`src/rtl/vga_timing_controller_if.sv`:
```
// ---------------------------------------------------------------------------
// vga_timing_controller_if
// Groups the color input and all timing/DAC outputs of the VGA timing
// controller. Clock and reset stay plain ports on the controller.
//   master : the timing controller (drives counters, sync, blank, color)
//   slave  : the drawing logic / display side (drives RGB_in)
// Signals:
//   RGB_in       8   drawn color {blue[1:0], red[2:0], green[2:0]}
//   pixelX/Y     11  current horizontal / vertical count
//   startOfFrame 1   high while the counters sit at (0,0)
//   frameCount   8   completed-frame counter (wraps mod 256)
//   VGA_R/G/B    8   expanded color to the DAC
//   VGA_HS/VS    1   active-low syncs
//   VGA_BLANK_N  1   low outside the visible area
// ---------------------------------------------------------------------------
interface vga_timing_controller_if;
    logic [7:0]  RGB_in;
    logic [10:0] pixelX;
    logic [10:0] pixelY;
    logic        startOfFrame;
    logic [7:0]  frameCount;
    logic [7:0]  VGA_R;
    logic [7:0]  VGA_G;
    logic [7:0]  VGA_B;
    logic        VGA_HS;
    logic        VGA_VS;
    logic        VGA_BLANK_N;

    modport master (
        input  RGB_in,
        output pixelX, pixelY, startOfFrame, frameCount,
        output VGA_R, VGA_G, VGA_B, VGA_HS, VGA_VS, VGA_BLANK_N
    );

    modport slave (
        output RGB_in,
        input  pixelX, pixelY, startOfFrame, frameCount,
        input  VGA_R, VGA_G, VGA_B, VGA_HS, VGA_VS, VGA_BLANK_N
    );
endinterface

```
`src/rtl/vga_timing_controller.sv`:
```
// ---------------------------------------------------------------------------
// vga_timing_controller
// Free-running VGA raster counter with sync/blank generation and a color
// output stage. The drawing logic sees pixelX/pixelY and returns RGB_in
// DRAW_LATENCY cycles later; sync, blank and color are delayed so that all
// DAC-side outputs for count (x,y) appear DRAW_LATENCY+1 cycles after the
// counters present (x,y). No stall or backpressure.
// Ports:
//   clk     pixel clock, one pixel per cycle
//   resetN  asynchronous active-low reset
//   vga     vga_timing_controller_if.master (see interface file)
// ---------------------------------------------------------------------------
module vga_timing_controller #(
    parameter int unsigned DRAW_LATENCY = 1,
    parameter int unsigned H_VIS  = 640,
    parameter int unsigned H_FP   = 16,
    parameter int unsigned H_SYNC = 96,
    parameter int unsigned H_BP   = 48,
    parameter int unsigned V_VIS  = 480,
    parameter int unsigned V_FP   = 10,
    parameter int unsigned V_SYNC = 2,
    parameter int unsigned V_BP   = 33
) (
    input  logic clk,
    input  logic resetN,
    vga_timing_controller_if.master vga
);

    localparam int unsigned H_TOTAL = H_VIS + H_FP + H_SYNC + H_BP;
    localparam int unsigned V_TOTAL = V_VIS + V_FP + V_SYNC + V_BP;

    logic [10:0] x_q, x_d;
    logic [10:0] y_q, y_d;
    logic [7:0]  frame_q, frame_d;
    logic        x_wrap, y_wrap;
    logic        visible_raw, hs_raw, vs_raw;
    logic        visible_dly, hs_dly, vs_dly;
    logic        hs_q, hs_d, vs_q, vs_d, blank_q, blank_d;
    logic [7:0]  r_q, r_d, g_q, g_d, b_q, b_d;
    logic [2:0]  red, green;
    logic [1:0]  blue;

    // Raster counters and raw (undelayed) timing flags
    always_comb begin
        x_wrap  = (x_q == 11'(H_TOTAL - 1));
        y_wrap  = (y_q == 11'(V_TOTAL - 1));
        x_d     = x_wrap ? 11'd0 : x_q + 11'd1;
        y_d     = y_q;
        frame_d = frame_q;
        if (x_wrap) begin
            y_d = y_wrap ? 11'd0 : y_q + 11'd1;
            if (y_wrap) begin
                frame_d = frame_q + 8'd1;
            end
        end
        visible_raw = (x_q < 11'(H_VIS)) && (y_q < 11'(V_VIS));
        hs_raw = !((x_q >= 11'(H_VIS + H_FP)) && (x_q < 11'(H_VIS + H_FP + H_SYNC)));
        vs_raw = !((y_q >= 11'(V_VIS + V_FP)) && (y_q < 11'(V_VIS + V_FP + V_SYNC)));
    end

    always_ff @(posedge clk or negedge resetN) begin
        if (!resetN) begin
            x_q     <= '0;
            y_q     <= '0;
            frame_q <= '0;
        end else begin
            x_q     <= x_d;
            y_q     <= y_d;
            frame_q <= frame_d;
        end
    end

    // Delay line matching the drawing latency; the last stage lines up with
    // the RGB_in value the drawing logic returns for that same count.
    generate
        if (DRAW_LATENCY == 0) begin : g_no_delay
            assign visible_dly = visible_raw;
            assign hs_dly      = hs_raw;
            assign vs_dly      = vs_raw;
        end else begin : g_delay
            logic [DRAW_LATENCY-1:0] vis_pipe_q, vis_pipe_d;
            logic [DRAW_LATENCY-1:0] hs_pipe_q, hs_pipe_d;
            logic [DRAW_LATENCY-1:0] vs_pipe_q, vs_pipe_d;

            always_comb begin
                vis_pipe_d    = vis_pipe_q;
                hs_pipe_d     = hs_pipe_q;
                vs_pipe_d     = vs_pipe_q;
                vis_pipe_d[0] = visible_raw;
                hs_pipe_d[0]  = hs_raw;
                vs_pipe_d[0]  = vs_raw;
                for (int i = 1; i < int'(DRAW_LATENCY); i++) begin
                    vis_pipe_d[i] = vis_pipe_q[i-1];
                    hs_pipe_d[i]  = hs_pipe_q[i-1];
                    vs_pipe_d[i]  = vs_pipe_q[i-1];
                end
            end

            always_ff @(posedge clk or negedge resetN) begin
                if (!resetN) begin
                    vis_pipe_q <= '0;
                    hs_pipe_q  <= '1;
                    vs_pipe_q  <= '1;
                end else begin
                    vis_pipe_q <= vis_pipe_d;
                    hs_pipe_q  <= hs_pipe_d;
                    vs_pipe_q  <= vs_pipe_d;
                end
            end

            assign visible_dly = vis_pipe_q[DRAW_LATENCY-1];
            assign hs_dly      = hs_pipe_q[DRAW_LATENCY-1];
            assign vs_dly      = vs_pipe_q[DRAW_LATENCY-1];
        end
    endgenerate

    // Output register: color expanded by bit replication, forced to black
    // outside the visible area.
    always_comb begin
        blue    = vga.RGB_in[7:6];
        red     = vga.RGB_in[5:3];
        green   = vga.RGB_in[2:0];
        hs_d    = hs_dly;
        vs_d    = vs_dly;
        blank_d = visible_dly;
        r_d     = '0;
        g_d     = '0;
        b_d     = '0;
        if (visible_dly) begin
            r_d = {red, red, red[2:1]};
            g_d = {green, green, green[2:1]};
            b_d = {blue, blue, blue, blue};
        end
    end

    always_ff @(posedge clk or negedge resetN) begin
        if (!resetN) begin
            hs_q    <= 1'b1;
            vs_q    <= 1'b1;
            blank_q <= 1'b0;
            r_q     <= '0;
            g_q     <= '0;
            b_q     <= '0;
        end else begin
            hs_q    <= hs_d;
            vs_q    <= vs_d;
            blank_q <= blank_d;
            r_q     <= r_d;
            g_q     <= g_d;
            b_q     <= b_d;
        end
    end

    assign vga.pixelX       = x_q;
    assign vga.pixelY       = y_q;
    assign vga.startOfFrame = (x_q == 11'd0) && (y_q == 11'd0);
    assign vga.frameCount   = frame_q;
    assign vga.VGA_HS       = hs_q;
    assign vga.VGA_VS       = vs_q;
    assign vga.VGA_BLANK_N  = blank_q;
    assign vga.VGA_R        = r_q;
    assign vga.VGA_G        = g_q;
    assign vga.VGA_B        = b_q;

endmodule

```
`src/flat_wrapper.sv`:
```
// flat-port wrapper written by rule: the top's interface ports become plain ports
module vga_timing_controller_flat 
#(
    parameter int unsigned DRAW_LATENCY = 1,
    parameter int unsigned H_VIS  = 640,
    parameter int unsigned H_FP   = 16,
    parameter int unsigned H_SYNC = 96,
    parameter int unsigned H_BP   = 48,
    parameter int unsigned V_VIS  = 480,
    parameter int unsigned V_FP   = 10,
    parameter int unsigned V_SYNC = 2,
    parameter int unsigned V_BP   = 33
)
  (clk, resetN, vga_RGB_in, vga_pixelX, vga_pixelY, vga_startOfFrame, vga_frameCount, vga_VGA_R, vga_VGA_G, vga_VGA_B, vga_VGA_HS, vga_VGA_VS, vga_VGA_BLANK_N);
  vga_timing_controller_if vga_i ();
  input  logic clk;
  input  logic resetN;
  input wire logic [$bits(vga_i.RGB_in)-1:0] vga_RGB_in;
  output wire logic [$bits(vga_i.pixelX)-1:0] vga_pixelX;
  output wire logic [$bits(vga_i.pixelY)-1:0] vga_pixelY;
  output wire logic [$bits(vga_i.startOfFrame)-1:0] vga_startOfFrame;
  output wire logic [$bits(vga_i.frameCount)-1:0] vga_frameCount;
  output wire logic [$bits(vga_i.VGA_R)-1:0] vga_VGA_R;
  output wire logic [$bits(vga_i.VGA_G)-1:0] vga_VGA_G;
  output wire logic [$bits(vga_i.VGA_B)-1:0] vga_VGA_B;
  output wire logic [$bits(vga_i.VGA_HS)-1:0] vga_VGA_HS;
  output wire logic [$bits(vga_i.VGA_VS)-1:0] vga_VGA_VS;
  output wire logic [$bits(vga_i.VGA_BLANK_N)-1:0] vga_VGA_BLANK_N;
  assign vga_i.RGB_in = vga_RGB_in;
  assign vga_pixelX = vga_i.pixelX;
  assign vga_pixelY = vga_i.pixelY;
  assign vga_startOfFrame = vga_i.startOfFrame;
  assign vga_frameCount = vga_i.frameCount;
  assign vga_VGA_R = vga_i.VGA_R;
  assign vga_VGA_G = vga_i.VGA_G;
  assign vga_VGA_B = vga_i.VGA_B;
  assign vga_VGA_HS = vga_i.VGA_HS;
  assign vga_VGA_VS = vga_i.VGA_VS;
  assign vga_VGA_BLANK_N = vga_i.VGA_BLANK_N;
  vga_timing_controller #(.DRAW_LATENCY(DRAW_LATENCY), .H_VIS(H_VIS), .H_FP(H_FP), .H_SYNC(H_SYNC), .H_BP(H_BP), .V_VIS(V_VIS), .V_FP(V_FP), .V_SYNC(V_SYNC), .V_BP(V_BP)) u_core (.clk(clk), .resetN(resetN), .vga(vga_i));
endmodule
```
`config.mk`:
```
export PLATFORM = sky130hd
export DESIGN_NAME = vga_timing_controller_flat
export DESIGN_NICKNAME = d
export VERILOG_FILES = /design/src/rtl/vga_timing_controller_if.sv /design/src/rtl/vga_timing_controller.sv /design/src/flat_wrapper.sv
export SDC_FILE = /design/constraint.sdc
export NUM_CORES = 1
export LEC_CHECK = 0
export BUFFER_PORTS_ARGS = -buffer_cell sky130_fd_sc_hd__buf_4
export CAP_MARGIN = 15
export CORE_MARGIN = 4
export CORE_UTILIZATION = 54
export CTS_BUF_LIST = sky130_fd_sc_hd__clkbuf_16
export CTS_CLUSTER_SIZE = 24
export DETAILED_ROUTE_END_ITERATION = 10
export MAX_ROUTING_LAYER = met4
export PLACE_DENSITY_LB_ADDON = 0.15
export SYNTH_ARGS = -nofsm -noshare
export SYNTH_HDL_FRONTEND = slang
export SYNTH_SLANG_ARGS = --single-unit
```
`constraint.sdc`:
```
create_clock -name clk -period 6.3 [get_ports clk]
set_input_delay 0.63 -clock clk [delete_from_list [all_inputs] [get_ports clk]]
set_output_delay 0.63 -clock clk [all_outputs]
set_load 0.005 [all_outputs]
```
==> results of run 1 <==
-- synth_stat cells, drive strengths merged --
master   n
dfrtp   40
buf     17
nand2   13
nand3   12
xor2    11
nor2    10
and2     9
and3     9
inv      8
xnor2    8
nand4    7
nor3     7
o21ai    6
a21oi    5
ha       5
nor4     5
dfstp    4
or3      4
clkbuf   3
and4b    2
mux2i    2
or4      2
a31oi    1
a41oi    1
and4     1
mux2     1
nand2b   1
nor4b    1
-- stage by stage --
step           std cells  area, sq um  setup slack (ns)  hold slack (ns)
6_report             298         2635             3.781           0.3341
5_1_grt              298         2635             3.694           0.3566
4_1_cts              298         2635             3.766           0.3477
3_5_place_dp         290         2495             3.952           0.3475
3_3_place_gp         290         2495             4.051           0.3465
2_1_floorplan        195         2074             4.242           0.3344
-- critical path: stages, from the launching register on --
cell,delay [ns]
dfrtp_1,0.46
or3_1,0.43
nor4_1,0.39
and3_1,0.22
buf_4,0.11
-- final cells by class --
cell class	instances	area share, %
well taps	48	2.279
clock buffers	5	4.748
clock inverters	3	0.5698
repair buffers	67	19.09
inverters	8	1.140
multi-input cells	123	30.20
flip-flops and latches	44	41.98
-- logic make-up (layout without fill, tap and decap cells) --
group                    Yosys count  after routing  share of synthesized area (%)
AND/OR/NAND/NOR                   83             83                          22.44
AO/OA/AOI/OAI                     13             13                          3.378
buffers and inverters             28             83                          8.323
flip-flops                        44             44                          53.32
multiplexers                       3              3                          1.508
XOR/XNOR                          19             19                          8.022
adder cells (fa/ha/maj)            5              5                          3.016
-- flip-flops by register name, indices dropped and copies added (netlist names), 2 cells and up --
signal and count:
u_core.vga.pixelX 11, u_core.vga.pixelY 11, u_core.vga.frameCount 8, u_core.vga.VGA_G 3
u_core.vga.VGA_R 3, u_core.vga.VGA_B 2
-- layout by cell type, fill, tap and decap left out, types with 7 or more instances in the layout --
cell / n
dfrtp_1: 40
buf_4: 67
nand3_1: 12
nand2_1: 13
inv_1: 9
xnor2_1: 8
nand4_1: 7
and3_1: 8
and2_1: 8
nor3_1: 7
nor2_1: 10
xor2_1: 11
-- worst paths after layout --
| kind | startpoint | end | slack, ns |
|---|---|---|---|
| worst max-delay path | u_core.vga.pixelY[2]$_DFFE_PN0N_ | vga_startOfFrame | 3.78 |
| worst min-delay path | resetN | u_core.vga.pixelY[7]$_DFFE_PN0N_ | 0.33 |
| worst max register to register | u_core.vga.pixelX[0]$_DFF_PN0_ | u_core.vga.pixelY[4]$_DFFE_PN0N_ | 3.92 |
| worst min register to register | u_core.g_delay.vs_pipe_q$_DFF_PN1_ | u_core.vga.VGA_VS$_DFF_PN1_ | 0.35 |
| max in group asynchronous | resetN | u_core.vga.VGA_HS$_DFF_PN1_ | 5.59 |
| min in group clk | u_core.g_delay.vs_pipe_q$_DFF_PN1_ | u_core.vga.VGA_VS$_DFF_PN1_ | 0.35 |
-- where the power goes --
part / leakage [uW] / total [uW] / switching [uW] / internal (uW)
Clock: 0.0000687 / 243 / 99.2 / 144
Sequential: 0.000558 / 287 / 1.86 / 285
Combinational: 0.000683 / 23.7 / 9.88 / 13.8
Total: 0.00131 / 554 / 111 / 443
-- routing by layer --
layer / global-route usage (%) / wire, um / vias up
li1: - / - / 772
met1: 22.13 / 1841 / 773
met2: 29.59 / 2059 / 61
met3: 5.036 / 327 / 7
met4: 7.872 / 58 / 0
met5: - / 0 / -
==> flow_summary.json, run 1 <==
{
  "critPathMaxFanout": 8,
  "worstPathArrival_ns": 1.89,
  "ant_nets": 0,
  "nFillCells": 282,
  "cts_root_buf": "clkbuf_16",
  "cts_resized": 0,
  "num_io_pins": 68,
  "cts_max_level": 2,
  "synth_area_leaders": "dfrtp_1 48%, buf_4 5.8%, dfstp_2 5.1%, xor2_1 4.6%, xnor2_1 3.4%",
  "ys_seq_area_share_pct": 53.32,
  "rr_worst_depth": 5,
  "synth_top_cell_area_share_pct": 48.25,
  "gp_congestion": 0.9167,
  "syn_to_final_growth_pct": 27.02,
  "rsz0062_at_grt": "false",
  "wl_um": 4286,
  "antenna_found_initial": 0,
  "row_count": 22,
  "postCtsSetupBuffers": 0,
  "regArea_sq_um": 1106,
  "initial_core_util_pct": 56.24,
  "p_leak_uw": 0.001310,
  "maxSlewHeadroom_pct": 24.47,
  "die_w_um": 69.98,
  "dp_hpwl_um": 3072,
  "grt.total_usage_pct": 18.53,
  "dr.first_iter.drc_count": 130,
  "min_period_ns": 2.519,
  "syn_area_per_cell_sq_um": 10.64,
  "status": "complete, no violations",
  "cts_hold_buf": 0,
  "cap_violations": 0,
  "die_area_sq_um": 4897,
  "tightest_slew_ns": 1.123,
  "tritoncts": "built",
  "syn_inst": 195,
  "clock_skew_ns": 0.004447,
  "core_area_sq_um": 3689,
  "fmax_mhz": 396.9,
  "wl_per_cell_um": 14.38,
  "vias": 1613,
  "antenna_cells": 0,
  "yosysTopAreaCell": "dfrtp_1",
  "drc": 0,
  "powerDensity_nw_per_um2": 210.2,
  "clock_latency_ns": 0.28,
  "finalCritPeriodShare_pct": 39.99,
  "cts_buffer_depth": 2,
  "die_h_um": 69.98,
  "synth_seq_cells": 44,
  "start_kind": "flip-flop",
  "fin_nets": 264,
  "yosysWarnings": 0,
  "grt_overflow_total": 0,
  "ir_drop_mv": 0.1501,
  "end_kind": "output pin",
  "grt_pass1_vias": 1518,
  "layout-drive-gt1-share_pct": 33.20,
  "synth.net_count": 210,
  "ys_types": 34,
  "setup_violations": 0,
  "critPathKind": "reg2out",
  "firstDrtPassIters": 4,
  "post-route-util_pct": 71.44,
  "path_clk_slew_ns": 0.06,
  "clock_sinks": 44,
  "final_max_slew_viol_count": 0,
  "viasPerCell": 5.413,
  "io_buffers": 67,
  "multi_input_area_sq_um": 795.8,
  "hold_viol_final": 0,
  "numCtsBuffers": 5,
  "grt_pass1_wl_um": 7024,
  "grt_max_degree": 45,
  "worstPathRequired_ns": 5.67,
  "finalSetupTns_ns": 0,
  "total_power_uw": 554.0,
  "hold_class": "in2async",
  "synth_area_sq_um": 2074
}
Note: power is estimated with default switching activity, not from simulation.
==> inputs of run 2 (changes only) <==
--- a/config.mk
+++ b/config.mk
@@ -8,7 +8,7 @@
 export BUFFER_PORTS_ARGS = -buffer_cell sky130_fd_sc_hd__buf_4
 export CAP_MARGIN = 15
 export CORE_MARGIN = 4
-export CORE_UTILIZATION = 54
+export CORE_UTILIZATION = 45
 export CTS_BUF_LIST = sky130_fd_sc_hd__clkbuf_16
 export CTS_CLUSTER_SIZE = 24
 export DETAILED_ROUTE_END_ITERATION = 10
==> constraint.sdc (replaced) <==
create_clock -name clk -period 2.2 [get_ports clk]
set_input_delay 0.22 -clock clk [delete_from_list [all_inputs] [get_ports clk]]
set_output_delay 0.22 -clock clk [all_outputs]
set_load 0.005 [all_outputs]
==> flow_summary.json, run 2 (synthesis results as in run 1) <==
{
  "core_area_sq_um": 4414,
  "final_max_slew_viol_count": 0,
  "ir_drop_mv": 0.4259,
  "hold_class": "in2reg",
  "worstPathArrival_ns": 1.87,
  "dp_slack_ns": 0.1511,
  "clock_sinks": 44,
  "initial_core_util_pct": 47.00,
  "clock_latency_ns": 0.29,
  "gp_congestion": 0.8727,
  "grt_max_degree": 45,
  "setup_ws_ns": 0.1115,
  "syn_to_final_growth_pct": 32.51,
  "cap_violations": 0,
  "tritoncts": "built",
  "grt_pass1_vias": 1542,
  "critPathKind": "reg2out",
  "fin_nets": 275,
  "wl_um": 4502,
  "cts_buffer_depth": 2,
  "end_kind": "output pin",
  "powerDensity_nw_per_um2": 625.4,
  "path_clk_slew_ns": 0.06,
  "wl_per_cell_um": 14.38,
  "rsz0062_at_grt": "false",
  "tightest_slew_ns": 0.5451,
  "layout_common_cells": "77 x buf_4, 40 x dfrtp_1, 13 x nand2_1",
  "antenna_cells": 0,
  "dp_hpwl_um": 3233,
  "finalCritPeriodShare_pct": 94.93,
  "dr.first_iter.drc_count": 39,
  "numCtsBuffers": 5,
  "viasPerCell": 5.089,
  "layout_commonest_cell": "buf_4",
  "layout-drive-gt1-share_pct": 36.02,
  "critPathMaxFanout": 6,
  "die_h_um": 75.90,
  "vias": 1593,
  "start_kind": "flip-flop",
  "num_io_pins": 68,
  "setup_violations": 0,
  "fmax_mhz": 478.8,
  "finalSetupTns_ns": 0,
  "status": "complete, no violations",
  "ant_nets": 0,
  "io_buffers": 67,
  "row_count": 24,
  "firstDrtPassIters": 4,
  "maxSlewHeadroom_pct": 63.66,
  "die_area_sq_um": 5760,
  "drc": 0,
  "grt_overflow_total": 0,
  "cts_max_level": 2,
  "worstPathRequired_ns": 1.98,
  "die_w_um": 75.90,
  "min_period_ns": 2.089,
  "grt_pass1_wl_um": 7003,
  "hold_viol_final": 0,
  "cts_root_buf": "clkbuf_16",
  "grt.total_usage_pct": 16.48,
  "clock_skew_ns": 0.006235,
  "p_leak_uw": 0.001381,
  "antenna_found_initial": 0
}
[run 2: cell types whose count changed in the layout (fill, tap and decap cells not counted)]
| cell | change |
|---|---|
| buf_4 | +10 |
| bufinv_16 | +1 |
| clkinv_1 | -1 |
| clkinv_2 | +1 |
| clkinvlp_4 | -1 |
| dlygate4sd3_1 | +1 |
[run 2: worst paths after layout]
| check | slack [ns] | depth (start not counted) | endpoint | startpoint |
|---|---|---|---|---|
| setup / recovery | 0.11 | 4 | vga_startOfFrame | u_core.vga.pixelX[6]$_DFF_PN0_ |
| min in group asynchronous | 0.47 | 2 | u_core.vga.pixelX[8]$_DFF_PN0_ | resetN |
| setup reg to reg | 0.14 | 5 | u_core.vga.pixelY[3]$_DFFE_PN0N_ | u_core.vga.pixelX[0]$_DFF_PN0_ |
| hold reg to reg | 0.35 | 0 | u_core.vga.VGA_VS$_DFF_PN1_ | u_core.g_delay.vs_pipe_q$_DFF_PN1_ |
| hold / removal | 0.15 | 2 | u_core.vga.VGA_G[4]$_DFF_PN0_ | vga_RGB_in[2] |
| max in group asynchronous | 1.36 | 2 | u_core.vga.VGA_VS$_DFF_PN1_ | resetN |
[run 2: worst max-delay path, cell delays in order, from the launching register on]
cell and delay, ns:
dfrtp_1 0.43, or3_4 0.40, nor4_1 0.42, and3_1 0.22, buf_4 0.11
[run 2: repair_timing]
action,4_1_cts,5_1_grt
gates resized for setup,0,0
buffers inserted,0,0
hold buffers,1,0
hold endpoints to repair,40,0
[run 2: power breakdown]
group	switching (uW)	internal [uW]	total [uW]
combinational	29.1	40.8	69.9
clock	298	529	827
sequential	5.42	817	823
total	332	1390	1720
[run 2: metal layers]
layer / vias to the layer above / part of all wire [%] / track usage, %
met2: 62 / 48 / 26.14
met1: 736 / 41 / 19.85
met5: - / 0 / -
li1: 790 / - / -
met4: 0 / 1.0 / 6.019
met3: 5 / 9.8 / 4.881
[run 2: layout make-up]
class,count,area [sq um]
Tap cell,52,65.06
Timing Repair Buffer,78,588.1
Clock inverter,3,38.79
Clock buffer,5,125.1
Multi-Input combinational cell,123,795.8
Sequential cell,44,1106
Fill cell,365,1665
Inverter,8,30.03
[run 2: through the flow]
step | hold WS [ns] | util (%) | cell area, sq um | power [uW] | instances
global route | 0.1460 | 62.27 | 2749 | 1780 | 313
finish | 0.1496 | 62.27 | 2749 | 1719 | 313
global placement | 0.2441 | 58.33 | 2575 | 906.4 | 304
floorplan | -0.07559 | - | 2074 | 866.0 | 195
CTS | 0.1480 | 62.27 | 2749 | 1735 | 313
detailed placement | 0.2486 | 58.33 | 2575 | 908.2 | 304
==> inputs of run 3 (changes only) <==
--- a/config.mk
+++ b/config.mk
@@ -12,6 +12,7 @@
 export CTS_BUF_LIST = sky130_fd_sc_hd__clkbuf_16
 export CTS_CLUSTER_SIZE = 24
 export DETAILED_ROUTE_END_ITERATION = 10
+export GPL_TIMING_DRIVEN = 0
 export MAX_ROUTING_LAYER = met4
 export PLACE_DENSITY_LB_ADDON = 0.15
 export SYNTH_ARGS = -nofsm -noshare
==> flow_summary.json, run 3 (synthesis results as in run 1) <==
{
  "io_buffers": 67,
  "viasPerCell": 5.312,
  "finalCritPeriodShare_pct": 96.98,
  "worstPathArrival_ns": 2.33,
  "cpPeakStageDelay_ns": 0.49,
  "fmax_mhz": 468.7,
  "grt.total_usage_pct": 16.65,
  "worstPathRequired_ns": 2.40,
  "slowest_stage": "or4_4",
  "clock_skew_ns": 0.007201,
  "gp_congestion": 0.7977,
  "numCtsBuffers": 5,
  "hold_class": "in2reg",
  "path_clk_slew_ns": 0.06,
  "layout_common_cells": "83 x buf_4, 38 x dfrtp_1, 13 x nand2_1",
  "critPathBufInv": 1,
  "status": "complete, no violations",
  "cts_max_level": 2,
  "layout-drive-gt1-share_pct": 40.44,
  "num_io_pins": 68,
  "cts_buffer_depth": 2,
  "crit_chain": "or3_4 -> or4_4 -> buf_6 -> or3_2 -> o21ai_0",
  "nFillCells": 361,
  "clock_latency_ns": 0.28,
  "clock_sinks": 44,
  "tritoncts": "built",
  "tightest_slew_ns": 0.7393,
  "cap_violations": 0,
  "critPathKind": "reg2reg",
  "powerDensity_nw_per_um2": 610.2,
  "initial_core_util_pct": 47.00,
  "maxSlewHeadroom_pct": 50.26,
  "antenna_found_initial": 0,
  "drc": 0,
  "grt_max_degree": 45,
  "wl_um": 4495,
  "dr.first_iter.drc_count": 92,
  "p_leak_uw": 0.001422,
  "layout_commonest_cell": "buf_4",
  "core_area_sq_um": 4414,
  "antenna_cells": 0,
  "critPathTopFamily": "simple AND/OR/NAND/NOR gates",
  "postCtsSetupBuffers": 0,
  "die_area_sq_um": 5760,
  "fin_nets": 286,
  "cts_root_buf": "clkbuf_16",
  "grt_pass1_wl_um": 7141,
  "ant_nets": 0,
  "ir_drop_mv": 0.6622,
  "setup_ws_ns": 0.06647,
  "vias": 1721,
  "dp_hpwl_um": 3181,
  "grt_overflow_total": 0,
  "wl_per_cell_um": 13.87,
  "start_kind": "flip-flop",
  "hold_viol_final": 0,
  "firstDrtPassIters": 6,
  "setup_violations": 0,
  "min_period_ns": 2.134,
  "final_max_slew_viol_count": 0,
  "critPathMaxFanout": 10,
  "die_w_um": 75.90,
  "end_kind": "flip-flop",
  "dp_slack_ns": -0.04097,
  "die_h_um": 75.90,
  "timing.hold.ws_ns": 0.1549,
  "row_count": 24,
  "grt_pass1_vias": 1550,
  "post-route-util_pct": 64.60,
  "syn_to_final_growth_pct": 37.45
}
-- run 3: changes by cell type in the layout (fill, tap and decap cells not counted), sizes merged --
cell and change:
buf +8, clkbuf +3
-- run 3: final cells by class --
class	instances	area, sq um	area share, %
Clock buffer	5	125.1	4.388
Buffer	20	143.9	5.046
Sequential cell	44	1109	38.88
Timing Repair Buffer	69	518.0	18.17
Tap cell	52	65.06	2.282
Clock inverter	3	38.79	1.360
Multi-Input combinational cell	123	822.0	28.83
Inverter	8	30.03	1.053
-- run 3: per-layer routing --
metal	part of all wire [%]	up-vias	global-route usage [%]
li1	-	817	-
met1	42	832	20.90
met2	48	68	26.71
met3	9.1	4	4.222
met4	0.69	0	4.466
met5	0	-	-
-- run 3: power breakdown --
part | internal [uW] | leakage [uW] | switching, uW
clock | 529 | 0.0000850 | 298
combinational | 58.1 | 0.000781 | 32.4
sequential | 817 | 0.000556 | 5.41
total | 1400 | 0.00142 | 335
-- run 3: final timing paths --
kind | from | end | slack [ns] | cells past startpoint
max in group asynchronous | resetN | u_core.vga.pixelX[1]$_DFF_PN0_ | 1.33 | 2
hold reg to reg | u_core.g_delay.vs_pipe_q$_DFF_PN1_ | u_core.vga.VGA_VS$_DFF_PN1_ | 0.35 | 0
hold / removal | vga_RGB_in[3] | u_core.vga.VGA_R[5]$_DFF_PN0_ | 0.15 | 2
setup / recovery | u_core.vga.pixelX[5]$_DFF_PN0_ | u_core.vga.pixelY[3]$_DFFE_PN0N_ | 0.07 | 5
min in group asynchronous | resetN | u_core.vga.pixelX[7]$_DFF_PN0_ | 0.47 | 2
setup reg to reg | u_core.vga.pixelX[5]$_DFF_PN0_ | u_core.vga.pixelY[3]$_DFFE_PN0N_ | 0.07 | 5
-- run 3: repair_timing --
action | 4_1_cts | 5_1_grt
endpoints found under the setup margin | 4 | 5
gates resized for setup | 1 | 8
hold endpoints to repair | 40 | 0
hold buffers | 1 | 0
-- run 3: stage by stage --
| stage | power, uW | cells | cell area [sq um] | setup TNS [ns] |
|---|---|---|---|---|
| global placement | 927.0 | 314 | 2643 | -1.790 |
| floorplan | 866.0 | 195 | 2074 | 0 |
| global route | 1808 | 324 | 2851 | -0.002428 |
| detailed placement | 929.0 | 315 | 2648 | -0.09519 |
| CTS | 1756 | 324 | 2826 | 0 |
| finish | 1740 | 324 | 2851 | 0 |
-- run 3: worst reg2reg max path: stages (launching register included) --
cell and delay [ns]:
dfrtp_1 0.45, or3_4 0.43, or4_4 0.49, buf_6 0.16
or3_2 0.44, o21ai_0 0.08
